### config.mk
export PLATFORM = sky130hd
export DESIGN_NAME = crypto_round_engine
export DESIGN_NICKNAME = d
export VERILOG_FILES = /design/src/rtl/crypto_round_engine.sv
export SDC_FILE = /design/constraint.sdc
export NUM_CORES = 1
export LEC_CHECK = 0
export ABC_AREA = 1
export BUFFER_PORTS_ARGS = -buffer_cell sky130_fd_sc_hd__buf_2
export CELL_PAD_IN_SITES_DETAIL_PLACEMENT = 0
export CELL_PAD_IN_SITES_GLOBAL_PLACEMENT = 1
export CORE_AREA = 3 3 127 129
export CTS_BUF_LIST = sky130_fd_sc_hd__clkbuf_8
export CTS_CLUSTER_DIAMETER = 60
export CTS_CLUSTER_SIZE = 24
export DETAILED_ROUTE_END_ITERATION = 6
export DIE_AREA = 0 0 130 132
export HOLD_SLACK_MARGIN = 0.06
export PLACE_DENSITY = 0.84
export SKIP_CTS_REPAIR_TIMING = 1
export SLEW_MARGIN = 30
export SYNTH_ARGS = -nofsm -noshare
export SYNTH_HDL_FRONTEND = slang
export SYNTH_SLANG_ARGS = --single-unit
export TNS_END_PERCENT = 50
### constraint.sdc
create_clock -name clk_i -period 4.25 [get_ports clk_i]
set_clock_uncertainty 0.05 [all_clocks]
set_input_delay 0.425 -clock clk_i [delete_from_list [all_inputs] [get_ports clk_i]]
set_output_delay 0.425 -clock clk_i [all_outputs]
set_load 0.01 [all_outputs]
### src/rtl/crypto_round_engine.sv
// crypto_round_engine
//   Iterative rotate/XOR block cipher. One DATA_W word is processed per
//   transaction, one round per clock, NUM_ROUNDS rounds in total.
//   sel_i = 0 encrypts and sel_i = 1 decrypts. The two modes are exact inverses.
//
// Ports
//   clk_i        system clock, rising edge
//   rst_i        asynchronous active-high reset
//   in_valid_i   source presents data_in_i / key_i / sel_i
//   in_ready_o   engine can accept a transaction (IDLE only)
//   sel_i        0 = encrypt, 1 = decrypt
//   data_in_i    plaintext (encrypt) or ciphertext (decrypt)
//   key_i        cipher key
//   out_valid_o  result_o is valid (DONE)
//   out_ready_i  sink accepts result
//   result_o     processed word, holds its last value after hand-off
//   busy_o       high in RUN or DONE
//
// state | meaning
// ------+-----------------------------------------------------------
// IDLE  | waiting for in_valid_i; in_ready_o high
// RUN   | one round applied per edge; round counter steps toward last
// DONE  | out_valid_o high, result_o held until out_ready_i
module crypto_round_engine #(
  parameter int DATA_W     = 32,
  parameter int NUM_ROUNDS = 4,
  parameter int ROT        = 3
) (
  input  logic              clk_i,
  input  logic              rst_i,
  input  logic              in_valid_i,
  output logic              in_ready_o,
  input  logic              sel_i,
  input  logic [DATA_W-1:0] data_in_i,
  input  logic [DATA_W-1:0] key_i,
  output logic              out_valid_o,
  input  logic              out_ready_i,
  output logic [DATA_W-1:0] result_o,
  output logic              busy_o
);

  localparam int CW = $clog2(NUM_ROUNDS);
  localparam logic [CW-1:0] LAST = CW'(NUM_ROUNDS - 1);

  typedef enum logic [1:0] {S_IDLE, S_RUN, S_DONE} state_t;

  state_t            state_q;
  logic [DATA_W-1:0] data_q;
  logic [DATA_W-1:0] key_q;
  logic              sel_q;
  logic [CW-1:0]     cnt_q;
  logic [DATA_W-1:0] result_q;
  logic              in_ready_q;
  logic              out_valid_q;
  logic              busy_q;

  logic [DATA_W-1:0] round_key;
  logic [DATA_W-1:0] data_d;
  logic              last_round;

  // Rotate via a doubled word so a zero amount needs no special case.
  function automatic logic [DATA_W-1:0] rotl(input logic [DATA_W-1:0] x, input int n);
    logic [2*DATA_W-1:0] t;
    t = {x, x} << (n % DATA_W);
    return t[2*DATA_W-1 -: DATA_W];
  endfunction

  function automatic logic [DATA_W-1:0] rotr(input logic [DATA_W-1:0] x, input int n);
    return rotl(x, (DATA_W - (n % DATA_W)) % DATA_W);
  endfunction

  always_comb begin
    round_key  = rotl(key_q, 32'(cnt_q));
    data_d     = sel_q ? (rotr(data_q, ROT) ^ round_key)
                       : rotl(data_q ^ round_key, ROT);
    // Decrypt walks the rounds backwards, so its last round is index 0.
    last_round = sel_q ? (cnt_q == '0) : (cnt_q == LAST);
  end

  always_ff @(posedge clk_i or posedge rst_i) begin
    if (rst_i) begin
      state_q     <= S_IDLE;
      data_q      <= '0;
      key_q       <= '0;
      sel_q       <= 1'b0;
      cnt_q       <= '0;
      result_q    <= '0;
      in_ready_q  <= 1'b1;
      out_valid_q <= 1'b0;
      busy_q      <= 1'b0;
    end else begin
      case (state_q)
        S_IDLE: begin
          if (in_valid_i) begin
            data_q     <= data_in_i;
            key_q      <= key_i;
            sel_q      <= sel_i;
            cnt_q      <= sel_i ? LAST : '0;
            state_q    <= S_RUN;
            in_ready_q <= 1'b0;
            busy_q     <= 1'b1;
          end
        end
        S_RUN: begin
          data_q <= data_d;
          if (last_round) begin
            // Counter is left at its final index so it never leaves range.
            state_q     <= S_DONE;
            result_q    <= data_d;
            out_valid_q <= 1'b1;
          end else begin
            cnt_q <= sel_q ? (cnt_q - 1'b1) : (cnt_q + 1'b1);
          end
        end
        S_DONE: begin
          if (out_ready_i) begin
            state_q     <= S_IDLE;
            out_valid_q <= 1'b0;
            in_ready_q  <= 1'b1;
            busy_q      <= 1'b0;
          end
        end
        default: begin
          state_q     <= S_IDLE;
          out_valid_q <= 1'b0;
          in_ready_q  <= 1'b1;
          busy_q      <= 1'b0;
        end
      endcase
    end
  end

  assign in_ready_o  = in_ready_q;
  assign out_valid_o = out_valid_q;
  assign result_o    = result_q;
  assign busy_o      = busy_q;

endmodule
==> impl_metrics.yaml, run 1 <==
status:
  outcome: "completed"
placement:
  numPortBuffers: 103
  hpwl_um: 12600
  placedCellCount: 1182
  gp_congestion: 0.915
cells_and_area:
  nFillCells: 1640
  final_nets: 1074
  ff_latch_area_sq_um: 2600
  syn2layout_area_growth_pct: 12.4
  multi_input_area_sq_um: 3340
  layout-drive-gt1-share_pct: 17.1
  instances_no_fill: 1196
  diodes: 0
worst_setup_path:
  rrSetupSlack_ns: 1.75
  crit_required_ns: 4.53
  worstRegToRegCells: 7
  critPathKind: "reg -> reg"
  cp-end-kind: "flip-flop"
  cp.arrival_ns: 2.78
  critPathMaxFanout: 34
  cp-start-kind: "flip-flop"
timing:
  relSlewSlack_pct: 54.4
  setup_viol: 0
  fin_tns_setup_ns: 0
  fin_crit_sh_pct: 58.8
  hold_viol: 0
  clock.fmax_mhz: 400
  rsz0062_at_grt: "no"
  tightest_slew_ns: 0.684
  slew_violations: 0
  min_period_ns: 2.50
die:
  start_util_pct: 41.7
  die_w_um: 130
  ios: 104
  die_area_sq_um: 17200
  core_area_sq_um: 15100
  die_h_um: 132
  fp-row-count: 45
synth:
  syn-num-nets: 993
  async_flop_share_pct: 100
  yosysSeqAreaShare_pct: 41.2
  synth.avg_cell_area_sq_um: 6.84
  ys_ff_latch: 104
  synth_edf_count: 0
  synth_flop_cell: "dfrtp_1"
  yosysWarnings: 0
  netlist_area_sq_um: 6320
  synth_top_area_share_pct: 40.8
  synth.largest_area_cell: "dfrtp_1"
  yosys-top-cells-area: "dfrtp_1 41%, nand2_1 23%, nand3_1 18%, mux2_2 5.7%, nor2_1 4.3%"
  yosysUniqueCellTypes: 22
  postSynthCellCount: 924
cts:
  clock_path_buffers: 2
  clkSlewWorstSetupHoldPaths_ns: 0.10
  root_buffer: "clkbuf_8"
  cts.sinks: 104
  h-tree-depth: 3
  insertion_delay_ns: 0.39
  cts_tree: "yes"
  cts_buffers: 9
drt:
  drc: 0
  wirelength_um: 18000
  drt_iter0_markers: 430
  vias: 6242
  wl_per_cell_um: 15.0
  dr.pass1.iters: 5
  drtAntennaViolNets: 0
  vias_per_cell: 5.22
global_routing:
  first_global_vias: 5745
  track_usage_pct: 21.4
  grt-ovfl-total: 0
  grt_pass1_wl_um: 29400
  grt_max_degree: 77
  antenna_found_initial: 0
power_and_ir_drop:
  power.density_nw_per_um2: 935
  peakVddDrop_v: 0.000328
  leakagePower_nw: 3.87
hold_path:
  min_path_type: "in -> async"
run:
  cap_violations: 0
[layout by cell type, fill, tap and decap left out, types with 5 or more instances in the layout]
master | netlist | layout
dfrtp_1 | 103 | 103
nand2_1 | 392 | 392
mux2_2 | 32 | 32
inv_2 | 6 | 6
buf_2 | 15 | 103
inv_1 | 34 | 33
buf_4 | 7 | 10
clkbuf_8 | 0 | 9
nand3_1 | 225 | 225
o21ai_0 | 5 | 5
nor2_1 | 73 | 73
[where the power goes]
group	switching [mW]	total, mW	internal, mW	leakage, nW
clock network	0.342	0.604	0.262	0.0945
logic	2.68	4.08	1.41	2.52
registers	0.445	1.95	1.51	1.25
total	3.46	6.64	3.17	3.87
[sequential cells by signal, summed over array words and instances, names as in the netlist, 2 cells and up]
register	cells
key_q	32
result_o	32
cnt_q	2
state_q	2
data_q	32
[final timing paths]
kind | start | end
max | cnt_q[1] | result_o[8]
max reg2reg | cnt_q[1] | result_o[8]
max in group asynchronous | rst_i | key_q[4]
min reg2reg | result_o[15] | result_o[15]
min | rst_i | data_q[24]
min in group clk_i | key_i[11] | key_q[11]
[per-stage QoR]
stage	instance area [sq um]	util (%)	hold slack [ns]	power, mW	setup slack (ns)
finish	7100	46.9	0.0967	6.64	1.75
global route	7100	46.9	0.145	7.35	1.49
CTS	7100	46.9	0.190	6.69	1.73
detailed placement	6920	45.7	0.411	6.06	1.76
global placement	6920	45.7	0.412	6.03	1.89
floorplan	6320	-	0.443	5.00	1.04
[area by class of cell]
class                      count  area share (%)
timing repair buffer         113            8.32
clock inverter                 5           0.705
sequential                   104            36.7
multi-input combinational    736            47.0
clock buffer                   9            1.74
tap                          188            3.31
inverter                      41            2.24
[cells in the mapped netlist, types with 3 or more instances]
cell and n:
clkbuf_1 12, nand2_1 392, mux2_2 32, buf_1 6, buf_4 7, buf_2 15
nor2_1 73, inv_2 6, o21ai_0 5, a21oi_1 3, dfrtp_1 103, inv_1 34
nand3_1 225, buf_6 3
[worst max-delay path: stages, from the launching register on]
cell and delay [ns]:
dfrtp_1 0.40, inv_2 0.44, nand3_1 0.18, o211ai_2 0.13, nand3_2 0.34, inv_2 0.64, nand2_1 0.15, nand2_1 0.09
[per-layer routing]
metal | up-vias | GRT usage [%] | wire length, um
li1 | 3158 | - | -
met1 | 2892 | 30.2 | 8400
met2 | 173 | 34.1 | 8380
met3 | 19 | 4.05 | 945
met4 | 0 | 4.97 | 241
met5 | - | 0 | 0
[cells by family after synthesis]
group / Yosys count / share of synthesized area, %
DFF: 104 / 41.2
AOI/OAI and AO/OA: 11 / 1.07
buffers and inverters: 84 / 6.06
muxes: 32 / 5.70
and+or+nand+nor: 693 / 45.9
No activity file was read; power rests on OpenSTA's default activity.
==> run 2: changes to the inputs <==
--- a/config.mk
+++ b/config.mk
@@ -5,18 +5,18 @@
 export SDC_FILE = /design/constraint.sdc
 export NUM_CORES = 1
 export LEC_CHECK = 0
-export ABC_AREA = 1
+export ABC_AREA = 0
 export BUFFER_PORTS_ARGS = -buffer_cell sky130_fd_sc_hd__buf_2
 export CELL_PAD_IN_SITES_DETAIL_PLACEMENT = 0
 export CELL_PAD_IN_SITES_GLOBAL_PLACEMENT = 1
-export CORE_AREA = 3 3 127 129
+export CORE_AREA = 3 3 143 145
 export CTS_BUF_LIST = sky130_fd_sc_hd__clkbuf_8
 export CTS_CLUSTER_DIAMETER = 60
 export CTS_CLUSTER_SIZE = 24
 export DETAILED_ROUTE_END_ITERATION = 6
-export DIE_AREA = 0 0 130 132
+export DIE_AREA = 0 0 146 148
 export HOLD_SLACK_MARGIN = 0.06
-export PLACE_DENSITY = 0.84
+export PLACE_DENSITY = 0.81
 export SKIP_CTS_REPAIR_TIMING = 1
 export SLEW_MARGIN = 30
 export SYNTH_ARGS = -nofsm -noshare
==> constraint.sdc (replaced) <==
create_clock -name clk_i -period 2.3 [get_ports clk_i]
set_clock_uncertainty 0.05 [all_clocks]
set_input_delay 0.23 -clock clk_i [delete_from_list [all_inputs] [get_ports clk_i]]
set_output_delay 0.23 -clock clk_i [all_outputs]
set_load 0.01 [all_outputs]
==> impl_metrics.yaml, run 2 <==
drt:
  dr.pass1.iters: 5
  vias_per_cell: 5.56
  wl_per_cell_um: 18.0
  drtAntennaViolNets: 0
  drt_iter0_markers: 511
  vias: 6905
  drc: 0
  wirelength_um: 22400
die:
  ios: 104
  core_area_sq_um: 19300
  start_util_pct: 41.8
  die_w_um: 146
  fp-row-count: 51
  die_h_um: 148
  die_area_sq_um: 21600
worst_setup_path:
  cp-start-kind: "flip-flop"
  cp.arrival_ns: 2.28
  regToRegStartpoint: "cnt_q[0]"
  worstRegToRegCells: 5
  critPathKind: "reg -> reg"
  critPathMaxFanout: 62
  r2r-end: "data_q[21]"
  rrSetupSlack_ns: 0.30
  crit_required_ns: 2.58
  cp-end-kind: "flip-flop"
power_and_ir_drop:
  leakagePower_nw: 4.24
  peakVddDrop_v: 0.000673
  p_switching_mw: 7.27
  p_sw_share_pct: 48.8
  power.density_nw_per_um2: 1590
  p_int_mw: 7.63
  combPwrFrac_pct: 63.2
  pwr-share-seq_pct: 29.3
  clockPowerShare_pct: 7.5
global_routing:
  grt_pass1_wl_um: 35600
  track_usage_pct: 20.4
  first_global_vias: 6306
  grt_max_degree: 105
  grt-ovfl-total: 0
  antenna_found_initial: 0
status:
  outcome: "completed"
synth:
  synth_most_common_cell: "nand2_1"
  synthTopCellsByCount: "134 x nand2_1, 103 x dfrtp_1, 93 x mux2i_1"
  yosysWarnings: 0
  async_flop_share_pct: 100
  synth_top_area_share_pct: 31.9
  synth_flop_cell: "dfrtp_1"
  yosysUniqueCellTypes: 40
  syn-num-nets: 975
  synth.avg_cell_area_sq_um: 8.93
  yosysSeqAreaShare_pct: 32.2
  synth.largest_area_cell: "dfrtp_1"
  yosys-top-cells-area: "dfrtp_1 32%, mux2i_1 12%, nor3b_1 8.0%, nand2_1 6.2%, and3b_1 6.0%"
  synth_edf_count: 0
  postSynthCellCount: 906
  ys_ff_latch: 104
  netlist_area_sq_um: 8090
timing:
  fin_crit_sh_pct: 87.1
  min_period_ns: 2.00
  tightest_slew_ns: 0.581
  hold_viol: 0
  rsz0062_at_grt: "no"
  clock.fmax_mhz: 499
  relSlewSlack_pct: 61.3
  fin_tns_setup_ns: 0
  setup_viol: 0
  slew_violations: 0
cells_and_area:
  diodes: 0
  nFillCells: 1889
  final_nets: 1042
  layout-drive-gt1-share_pct: 21.1
  mostFrequentLayoutCells: "134 x nand2_1, 103 x buf_2, 100 x dfrtp_1"
  syn2layout_area_growth_pct: 15.5
  final_common_cell: "nand2_1"
  instances_no_fill: 1243
placement:
  numPortBuffers: 103
  hpwl_um: 15300
  gp_congestion: 0.824
  placedCellCount: 1194
cts:
  clkSlewWorstSetupHoldPaths_ns: 0.11
  clock_path_buffers: 2
  h-tree-depth: 3
  cts_buffers: 9
  root_buffer: "clkbuf_8"
  cts.sinks: 104
  insertion_delay_ns: 0.40
  cts_tree: "yes"
hold_path:
  worstHoldPathCells: 3
  min_from: "sel_i"
  whs_endpoint: "sel_q"
  min_path_type: "in -> reg"
run:
  cap_violations: 0
## run 2: cell types whose count changed after synthesis, sizes merged, moves of 28 or more
cell / before / now
mux2i: 0 / 122
nor2: 74 / 7
nor3b: 0 / 86
o22ai: 0 / 32
inv: 40 / 4
nand2: 392 / 134
nor3: 1 / 30
o22a: 0 / 30
a21oi: 3 / 34
o21ai: 6 / 34
nand3: 226 / 12
and3b: 0 / 55
clkbuf: 12 / 69
## run 2: cells by family (layout without fill, tap and decap cells)
kind of cell,count (synthesis),in the layout,share of synthesized area (%)
AND/OR/NAND/NOR,355,355,25.9
AO/OA/AOI/OAI,166,166,13.9
multiplexers,132,132,18.7
buffers and inverters,120,192,6.23
flip-flops,104,104,32.2
XOR/XNOR,29,29,3.14
## run 2: power by group through the flow
stage / Sequential (mW) / Clock (mW) / Combinational, mW
after global placement: 4.35 / 0 / 9.23
after floorplan: 3.43 / 0 / 7.76
after global routing: 4.55 / 1.25 / 10.3
final: 4.36 / 1.12 / 9.42
after CTS: 4.35 / 1.18 / 9.40
after detailed placement: 4.39 / 0 / 9.36
## run 2: area by class of cell
| cell class | instances | area (sq um) | area share (%) |
|---|---|---|---|
| timing repair buffer | 172 | 1200 | 12.9 |
| sequential | 104 | 2610 | 27.9 |
| inverter | 4 | 18.8 | 0.201 |
| multi-input combinational | 682 | 5000 | 53.5 |
| clock inverter | 7 | 55.1 | 0.589 |
| tap | 265 | 332 | 3.55 |
| clock buffer | 9 | 124 | 1.33 |
## run 2: through the flow
step	total power, mW	worst slack [ns]	cell area (sq um)	util [%]	hold WS [ns]
after detailed placement	13.7	0.320	8840	45.7	0.372
after global placement	13.6	0.354	8840	45.7	0.373
final	14.9	0.298	9350	48.3	0.0556
after floorplan	11.2	0.565	8100	-	0.285
after CTS	14.9	0.295	9020	46.6	-0.0592
after global routing	16.1	0.0990	9350	48.3	0.0629
## run 2: worst max-delay path by stage
stage / start / endpoint
after floorplan: cnt_q[1] / data_q[31]
after global placement: cnt_q[1] / result_o[18]
after detailed placement: cnt_q[1] / result_o[18]
after CTS: cnt_q[1] / result_o[18]
after global routing: cnt_q[0] / result_o[15]
final: cnt_q[0] / data_q[21]
## run 2: layer usage
| layer | track usage (%) | vias to the layer above | wire length (um) |
|---|---|---|---|
| li1 | - | 3398 | - |
| met1 | 27.8 | 3309 | 10300 |
| met2 | 33.4 | 173 | 10600 |
| met3 | 3.74 | 25 | 1020 |
| met4 | 5.74 | 0 | 450 |
| met5 | 0 | - | 0 |
## run 2: critical path: stages, from the launching register on
cell	delay, ns
dfrtp_4	0.82
buf_12	0.28
and3b_1	0.20
mux2i_1	0.17
o2111ai_1	0.20
a21oi_1	0.19
==> run 3: changes to the inputs <==
--- a/config.mk
+++ b/config.mk
@@ -9,14 +9,14 @@
 export BUFFER_PORTS_ARGS = -buffer_cell sky130_fd_sc_hd__buf_2
 export CELL_PAD_IN_SITES_DETAIL_PLACEMENT = 0
 export CELL_PAD_IN_SITES_GLOBAL_PLACEMENT = 1
-export CORE_AREA = 3 3 143 145
+export CORE_AREA = 3 3 137 139
 export CTS_BUF_LIST = sky130_fd_sc_hd__clkbuf_8
 export CTS_CLUSTER_DIAMETER = 60
 export CTS_CLUSTER_SIZE = 24
 export DETAILED_ROUTE_END_ITERATION = 6
-export DIE_AREA = 0 0 146 148
+export DIE_AREA = 0 0 140 142
 export HOLD_SLACK_MARGIN = 0.06
-export PLACE_DENSITY = 0.81
+export PLACE_DENSITY = 0.84
 export SKIP_CTS_REPAIR_TIMING = 1
 export SLEW_MARGIN = 30
 export SYNTH_ARGS = -nofsm -noshare
==> constraint.sdc (replaced) <==
create_clock -name clk_i -period 1.85 [get_ports clk_i]
set_clock_uncertainty 0.05 [all_clocks]
set_input_delay 0.37 -clock clk_i [delete_from_list [all_inputs] [get_ports clk_i]]
set_output_delay 0.37 -clock clk_i [all_outputs]
set_load 0.01 [all_outputs]
==> impl_metrics.yaml, run 3 (synthesis results as in run 2) <==
cells_and_area:
  mostFrequentLayoutCells: "134 x nand2_1, 103 x buf_2, 100 x dfrtp_1"
  final_nets: 1051
  layout-drive-gt1-share_pct: 29.9
  diodes: 0
  nFillCells: 1628
  syn2layout_area_growth_pct: 20.9
  final_common_cell: "nand2_1"
  instances_no_fill: 1216
timing:
  setup_viol: 21
  fin_tns_setup_ns: -0.636
  tightest_slew_ns: 0.441
  rsz0062_at_grt: "yes"
  slew_violations: 0
  hold_viol: 0
  fin_crit_sh_pct: 104
  holdWs_ns: 0.104
  min_period_ns: 1.92
  fin_ws_ns: -0.0665
  clock.fmax_mhz: 522
  relSlewSlack_pct: 70.6
placement:
  numPortBuffers: 103
  placedCellCount: 1190
  hpwl_um: 15600
  gp_congestion: 0.883
cts:
  h-tree-depth: 3
  root_buffer: "clkbuf_8"
  insertion_delay_ns: 0.40
  clock_path_buffers: 2
  clkSlewWorstSetupHoldPaths_ns: 0.10
  cts_buffers: 9
  cts_tree: "yes"
  cts.sinks: 104
drt:
  wl_per_cell_um: 18.5
  dr.pass1.iters: 5
  drt_iter0_markers: 546
  drtAntennaViolNets: 0
  vias_per_cell: 5.79
  vias: 7041
  wirelength_um: 22500
  drc: 0
die:
  die_h_um: 142
  die_w_um: 140
  die_area_sq_um: 19900
  core_area_sq_um: 17800
  fp-row-count: 49
  ios: 104
  start_util_pct: 45.5
global_routing:
  first_global_vias: 6479
  grt_pass1_wl_um: 35200
  grt_max_degree: 93
  antenna_found_initial: 0
  track_usage_pct: 21.8
  grt-ovfl-total: 0
power_and_ir_drop:
  leakagePower_nw: 4.35
  power.density_nw_per_um2: 2140
  peakVddDrop_v: 0.000882
worst_setup_path:
  critPathKind: "reg -> reg"
  cp-end-kind: "flip-flop"
  cp-start-kind: "flip-flop"
  cp.arrival_ns: 2.19
  crit_required_ns: 2.12
  critPathMaxFanout: 8
status:
  outcome: "finished with violations"
  violations: "setup timing"
hold_path:
  min_path_type: "in -> reg"
run:
  cap_violations: 0
==> run 3: cell count changes in the layout (fill, tap and decap cells not counted), moves of 8 or more <==
cell	previous run	this run
mux2i_4	8	20
dlygate4sd3_1	33	1
mux2i_1	93	73
o21ai_0	21	4
mux2i_2	21	29
buf_6	0	14
buf_4	29	49
a21oi_2	1	9
o2111ai_1	26	6
a21oi_1	33	25
o21ai_1	12	29
o2111ai_2	0	19
==> run 3: layer usage <==
metal / vias to the layer above / part of all wire [%] / global-route usage, %
met5: - / 0 / 0
met4: 0 / 1.6 / 5.25
met3: 22 / 3.8 / 3.60
met2: 132 / 48 / 36.1
met1: 3457 / 47 / 30.3
li1: 3430 / - / -
==> run 3: path summary, 6_finish.rpt <==
check | from | endpoint | slack [ns] | depth (start not counted)
setup / recovery | cnt_q[1] | data_q[8] | -0.07 | 7
hold / removal | key_i[2] | key_q[2] | 0.10 | 3
setup reg to reg | cnt_q[1] | data_q[8] | -0.07 | 7
hold reg to reg | result_o[4] | result_o[4] | 0.44 | 2
max in group asynchronous | rst_i | in_ready_o | 0.88 | 4
min in group asynchronous | rst_i | key_q[0] | 0.56 | 4
==> run 3: power breakdown <==
group          internal, mW  leakage (nW)  total (mW)  switching (mW)
Combinational          7.03          3.05        14.3            7.28
Clock                 0.517        0.0855        1.34           0.826
Sequential             3.45          1.22        5.28            1.83
==> run 3: critical path: stages (launching register included) <==
cell	delay (ns)
dfrtp_2	0.52
buf_12	0.20
buf_4	0.13
mux2i_2	0.24
buf_6	0.16
mux2i_2	0.23
o2111ai_2	0.15
a21oi_1	0.15
==> run 3: area by class of cell <==
cell class / instances / area (sq um) / share of cell area [%]
repair buffers: 181 / 1340 / 13.6
inverters: 4 / 18.8 / 0.192
well taps: 229 / 287 / 2.93
clock inverters: 6 / 36.3 / 0.371
multi-input cells: 682 / 5350 / 54.7
flip-flops and latches: 104 / 2610 / 26.7
clock buffers: 10 / 138 / 1.41
==> run 3: per-stage QoR <==
stage          area, sq um  setup WS (ns)  power, mW  utilization, %
2_1_floorplan         8100          0.115       13.9               -
3_3_place_gp          9070        -0.0501       17.4            51.0
3_5_place_dp          9070        -0.0806       17.7            51.0
4_1_cts               9250         -0.105       19.1            52.0
5_1_grt               9780         -0.139       22.4            55.0
6_report              9780        -0.0665       20.9            55.0
